$ cat src/rtl/booth_mul_seq.sv
// Sequential radix-4 Booth multiplier: one Booth digit is retired per clock into a wide accumulator.
// Both operands are widened by two bits at accept so signed and unsigned share one recoding path.
module booth_mul_seq #(
    parameter int WIDTH = 16
) (
    input  logic               clk,
    input  logic               rst_n,
    input  logic               in_valid,
    output logic               in_ready,
    input  logic [WIDTH-1:0]   a,
    input  logic [WIDTH-1:0]   b,
    input  logic               a_signed,
    input  logic               b_signed,
    output logic               out_valid,
    input  logic               out_ready,
    output logic [2*WIDTH-1:0] product,
    output logic               busy
);
    localparam int NDIG = WIDTH / 2 + 1;
    localparam int ACCW = 2 * WIDTH + 4;
    localparam int BW   = WIDTH + 3;
    localparam int CW   = $clog2(NDIG + 1);

    generate
        if ((WIDTH % 2) != 0 || WIDTH < 4) begin : g_bad_width
            $error("booth_mul_seq: WIDTH must be even and >= 4");
        end
    endgenerate

    typedef enum logic [1:0] {
        IDLE = 2'd0,
        CALC = 2'd1,
        DONE = 2'd2
    } state_t;

    state_t             state_q, state_d;
    logic [ACCW-1:0]    acc_q, acc_d;
    logic [ACCW-1:0]    mcand_q, mcand_d;
    logic [BW-1:0]      mplr_q, mplr_d;
    logic [CW-1:0]      cnt_q, cnt_d;
    logic [2*WIDTH-1:0] product_q, product_d;
    logic [ACCW-1:0]    pp;
    logic [ACCW-1:0]    acc_sum;
    logic               a_fill, b_fill;

    assign a_fill = a_signed & a[WIDTH-1];
    assign b_fill = b_signed & b[WIDTH-1];

    // mcand_q is pre-shifted by 4^i and mplr_q[2:0] is always the current digit window.
    always_comb begin
        pp = '0;
        unique case (mplr_q[2:0])
            3'b001, 3'b010: pp = mcand_q;
            3'b011:         pp = mcand_q << 1;
            3'b100:         pp = -(mcand_q << 1);
            3'b101, 3'b110: pp = -mcand_q;
            default:        pp = '0;
        endcase
    end

    assign acc_sum = acc_q + pp;

    always_comb begin
        state_d   = state_q;
        acc_d     = acc_q;
        mcand_d   = mcand_q;
        mplr_d    = mplr_q;
        cnt_d     = cnt_q;
        product_d = product_q;
        unique case (state_q)
            IDLE: begin
                if (in_valid && in_ready) begin
                    state_d = CALC;
                    acc_d   = '0;
                    mcand_d = {{(ACCW-WIDTH){a_fill}}, a};
                    mplr_d  = {{2{b_fill}}, b, 1'b0};
                    cnt_d   = '0;
                end
            end
            CALC: begin
                acc_d   = acc_sum;
                mcand_d = mcand_q << 2;
                mplr_d  = mplr_q >> 2;
                cnt_d   = cnt_q + CW'(1);
                if (cnt_q == CW'(NDIG - 1)) begin
                    state_d   = DONE;
                    cnt_d     = '0;
                    product_d = acc_sum[2*WIDTH-1:0];
                end
            end
            DONE: begin
                if (out_ready) begin
                    state_d = IDLE;
                end
            end
            default: state_d = IDLE;
        endcase
    end

    always_ff @(posedge clk or negedge rst_n) begin
        if (!rst_n) begin
            state_q   <= IDLE;
            acc_q     <= '0;
            mcand_q   <= '0;
            mplr_q    <= '0;
            cnt_q     <= '0;
            product_q <= '0;
        end else begin
            state_q   <= state_d;
            acc_q     <= acc_d;
            mcand_q   <= mcand_d;
            mplr_q    <= mplr_d;
            cnt_q     <= cnt_d;
            product_q <= product_d;
        end
    end

    assign in_ready  = (state_q == IDLE);
    assign out_valid = (state_q == DONE);
    assign busy      = (state_q != IDLE);
    assign product   = product_q;

endmodule

$ cat config.mk
export PLATFORM = sky130hd
export DESIGN_NAME = booth_mul_seq
export DESIGN_NICKNAME = d
export VERILOG_FILES = /design/src/rtl/booth_mul_seq.sv
export SDC_FILE = /design/constraint.sdc
export NUM_CORES = 1
export LEC_CHECK = 0
export CORE_ASPECT_RATIO = 1.1
export CORE_MARGIN = 2
export CORE_UTILIZATION = 30
export CTS_CLUSTER_SIZE = 30
export DETAILED_ROUTE_END_ITERATION = 8
export PLACE_DENSITY_LB_ADDON = 0.08
export SLEW_MARGIN = 20
export SYNTH_ARGS = -nofsm -noshare
export SYNTH_HDL_FRONTEND = slang
export SYNTH_SLANG_ARGS = --single-unit
$ cat constraint.sdc
create_clock -name clk -period 4 [get_ports clk]
set_input_delay 0.4 -clock clk [delete_from_list [all_inputs] [get_ports clk]]
set_output_delay 0.4 -clock clk [all_outputs]
set_load 0.01 [all_outputs]
==> metrics.md <==
| Metric | Value |
|---|---|
| Non-Filler Instances | 1525 |
| Ant diodes | 0 |
| Worst setup margin | -0.0848 ns |
| GRT overflow | 0 |
| Req. time, crit path | 4.32 ns |
| Clk sinks | 120 |
| Dpl cells | 1475 |
| EDFF count, synth | 0 |
| Max FO, Critical Path | 5 |
| Worst slack, placed | -0.158 ns |
| RSZ-0062 raised after global routing | yes |
| Critical path class | reg -> reg |
| DP Wirelength | 18400 um |
| CP startpoint kind | register |
| Row cnt | 63 |
| CTS clk-pin slew, worst paths | 0.06 ns |
| Worst hold path class | in -> async |
| Hold Vio Cnt, Final | 0 |
| Fmax | 245 MHz |
| Vias per cell | 5.09 |
| LEAKAGE | 5.29 nW |
| Setup TNS | -0.179 ns |
| Buffers & Inverters on Critical Path | 1 |
| Area leader, netlist | dfrtp_1 |
| CP Cell Sequence | or3_4 -> or4_4 -> or2_4 -> or3_4 -> a21oi_2 -> o221ai_2 -> o22ai_2 -> ha_1 -> a21o_1 -> buf_4 -> nor3_4 -> o31a_1 -> o21a_1 -> o21ai_2 -> xor2_1 -> mux2_4 |
| Yosys cell types | 63 |
| First-pass GRT wire length | 41700 um |
| Outcome | complete, but fails checks |
| Measured slew at the worst slew-check pin | 0.681 ns |
| GRT Overall Usage | 0.183 |
| Detailed-route via count | 7757 |
| Synth-to-layout area growth | 38.9% |
| Number of global-route vias before repair | 7608 |
| Seq/Total Area, Yosys | 0.362 |
| Post-route antenna net violation count | 0 |
| Syn_nets | 1058 |
| Power Total | 0.0130 W |
| Max Cap Violations | 0 |
| CTS buffer count | 17 |
| Slew Limit Headroom | 0.546 |
| Stages on worst setup path | 16 |
| Failing checks | negative setup slack |
| CP arrival | 4.41 ns |
| CP Capture Type | register |
| Slowest stage cell on the critical path | or4_4 |
| Share of cells above drive strength 1 | 0.249 |
| First-iteration detailed-routing DRC count | 349 |
| Most common cell on crit path | or3_4 |
| Routed wire per std cell | 16.7 um |
| Synth top area share | 0.362 |
| Async SR Flop Fraction | 1.00 |
| Synth Warn # | 0 |
| Htree depth | 4 |
| Synth Cell Area | 0.00829 mm2 |
| Io pins | 73 |
| Setup-failing EPs final | 4 |
| Die width | 163 um |
| Cells after Synth | 985 |
| TritonRoute pass-1 iters | 4 |
| Clock tree buffer depth | 2 |
| Tmin final | 4.08 ns |
| Slew Limit Fails | 0 |
| RePlAce Congestion | 0.853 |
| Core area | 0.0270 mm2 |
| NumNets Final | 1228 |
| Reg2Reg Depth | 16 |
| CP peak stage delay | 0.53 ns |
| Yosys reg bits | 120 |
| Die ar. | 0.0290 mm2 |
| Starting Density | 0.307 |
| Pwr dens | 1130 mW/mm2 |
| Root Driver | clkbuf_16 |
| Critical path's top delay family | simple AND/OR/NAND/NOR gates |
| Worst-Skew Late Latency | 0.44 ns |
| DIE HEIGHT | 178 um |
| TritonCTS clock tree | built |
| Synth area leaders | dfrtp_1 (36%), nand2_1 (7.0%), ha_1 (5.1%) |
| Tcrit/Tclk final | 1.02 |
| Top_reg_cell synth | dfrtp_1 |
| Initial antenna violation count | 0 |
| Port buffer count | 72 |
| Post-route DRC | 0 |
| WL final | 25500 um |
| Max VDD drop | 0.000338 V |
| Largest net degree at the start of global routing | 73 |
| Layout Skew | 0.0120 ns |
| Mean Syn Cell Area | 8.42 um2 |
[layout make-up]
| type | count | area, um2 |
|---|---|---|
| timing repair buffer | 232 | 1950 |
| multi-input combinational | 769 | 5390 |
| clock inverter | 10 | 190 |
| sequential | 120 | 3000 |
| clock buffer | 22 | 484 |
| tap | 357 | 447 |
| inverter | 15 | 56.3 |
| fill | 2695 | 15500 |
[path summary, 6_finish.rpt]
kind                            slack, ns   startpoint           to
min in group clk                     0.47  product[14]  product[14]
max in group asynchronous            3.12        rst_n   state_q[0]
worst min-delay path                 0.01        rst_n    acc_q[14]
worst max-delay path                -0.08  mcand_q[15]  product[30]
worst min register to register       0.47  product[14]  product[14]
worst max register to register      -0.08  mcand_q[15]  product[30]
[Yosys cell counts, types with 4 or more instances]
master,count
nand2_1,155
dfrtp_1,120
o21ai_0,83
a21oi_1,75
clkbuf_1,68
nor2_1,63
xnor2_1,41
ha_1,34
a22o_1,30
and3b_1,29
xor2_1,22
nor3_1,20
a21o_1,19
a221o_1,18
inv_1,14
nand3_1,14
or3_1,13
a221oi_1,12
mux2_2,11
nand2b_1,9
a22oi_1,8
buf_1,8
and3_1,7
nand4_1,7
a211o_1,6
a211oi_1,6
and2_1,6
o22ai_1,6
nor2b_1,5
nor4_1,5
o21a_1,5
or2_2,5
a31oi_1,4
o211ai_1,4
o21bai_1,4
o221ai_1,4
o311ai_0,4
[placed cells by master, fill, tap and decap left out, types with 6 or more instances in the layout]
cell / netlist / final
a211o_1: 6 / 6
a21o_1: 19 / 19
a21oi_1: 75 / 65
a21oi_2: 0 / 9
a221o_1: 18 / 18
a221oi_1: 12 / 10
a22o_1: 30 / 30
a22oi_1: 8 / 8
and2_1: 6 / 6
and3_1: 7 / 7
and3b_1: 29 / 29
buf_4: 0 / 157
clkbuf_16: 0 / 17
clkdlybuf4s50_1: 0 / 71
dfrtp_1: 120 / 119
ha_1: 34 / 29
inv_1: 14 / 12
mux2_2: 11 / 10
nand2_1: 155 / 153
nand2b_1: 9 / 9
nand3_1: 14 / 11
nand4_1: 7 / 7
nor2_1: 63 / 60
nor3_1: 20 / 12
nor3_2: 1 / 7
o21ai_0: 83 / 68
o21ai_1: 0 / 9
o21ai_2: 0 / 6
or3_1: 13 / 8
xnor2_1: 41 / 37
xor2_1: 22 / 20
[per-layer routing]
layer  GRT usage  share of wire
met1       0.254           0.50
met2       0.291           0.45
met3      0.0249          0.026
met4      0.0667          0.020
met5           0              0
[timing repair]
item / in CTS / in global routing
hold endpoints to repair: 0 / 0
hold buffers: 0 / 0
pin swaps: 19 / 24
resized for setup: 19 / 69
setup buffers: 5 / 14
setup endpoints to repair: 18 / 36
[sequential cells by signal, summed over array words and instances, names as in the netlist]
| register | cells |
|---|---|
| state_q | 2 |
| mcand_q | 32 |
| cnt_q | 4 |
| product | 32 |
| acc_q | 32 |
| mplr_q | 18 |
[where the power goes]
part | internal [W] | total [W] | switching, W
Clock | 0.00117 | 0.00179 | 0.000618
Sequential | 0.00179 | 0.00223 | 0.000438
Combinational | 0.00442 | 0.00902 | 0.00460
Total | 0.00739 | 0.0130 | 0.00565
[metrics by stage]
stage                     cell area, um2   util  hold WS (ns)
after floorplan                     8370      -         0.104
after global placement             10300  0.380         0.458
after detailed placement           10300  0.380         0.462
after CTS                          11100  0.410        0.0188
after global routing               11500  0.426        0.0535
final                              11500  0.426        0.0109
[cell families after synthesis]
kind of cell             after synthesis  synth area share
XOR/XNOR                              63            0.0665
buffers and inverters                 96            0.0457
multiplexers                          15            0.0204
AO/OA/AOI/OAI                        302             0.241
flip-flops                           120             0.362
adder cells (fa/ha/maj)               35            0.0537
AND/OR/NAND/NOR                      354             0.211
Power figures use the tool's default switching activity.
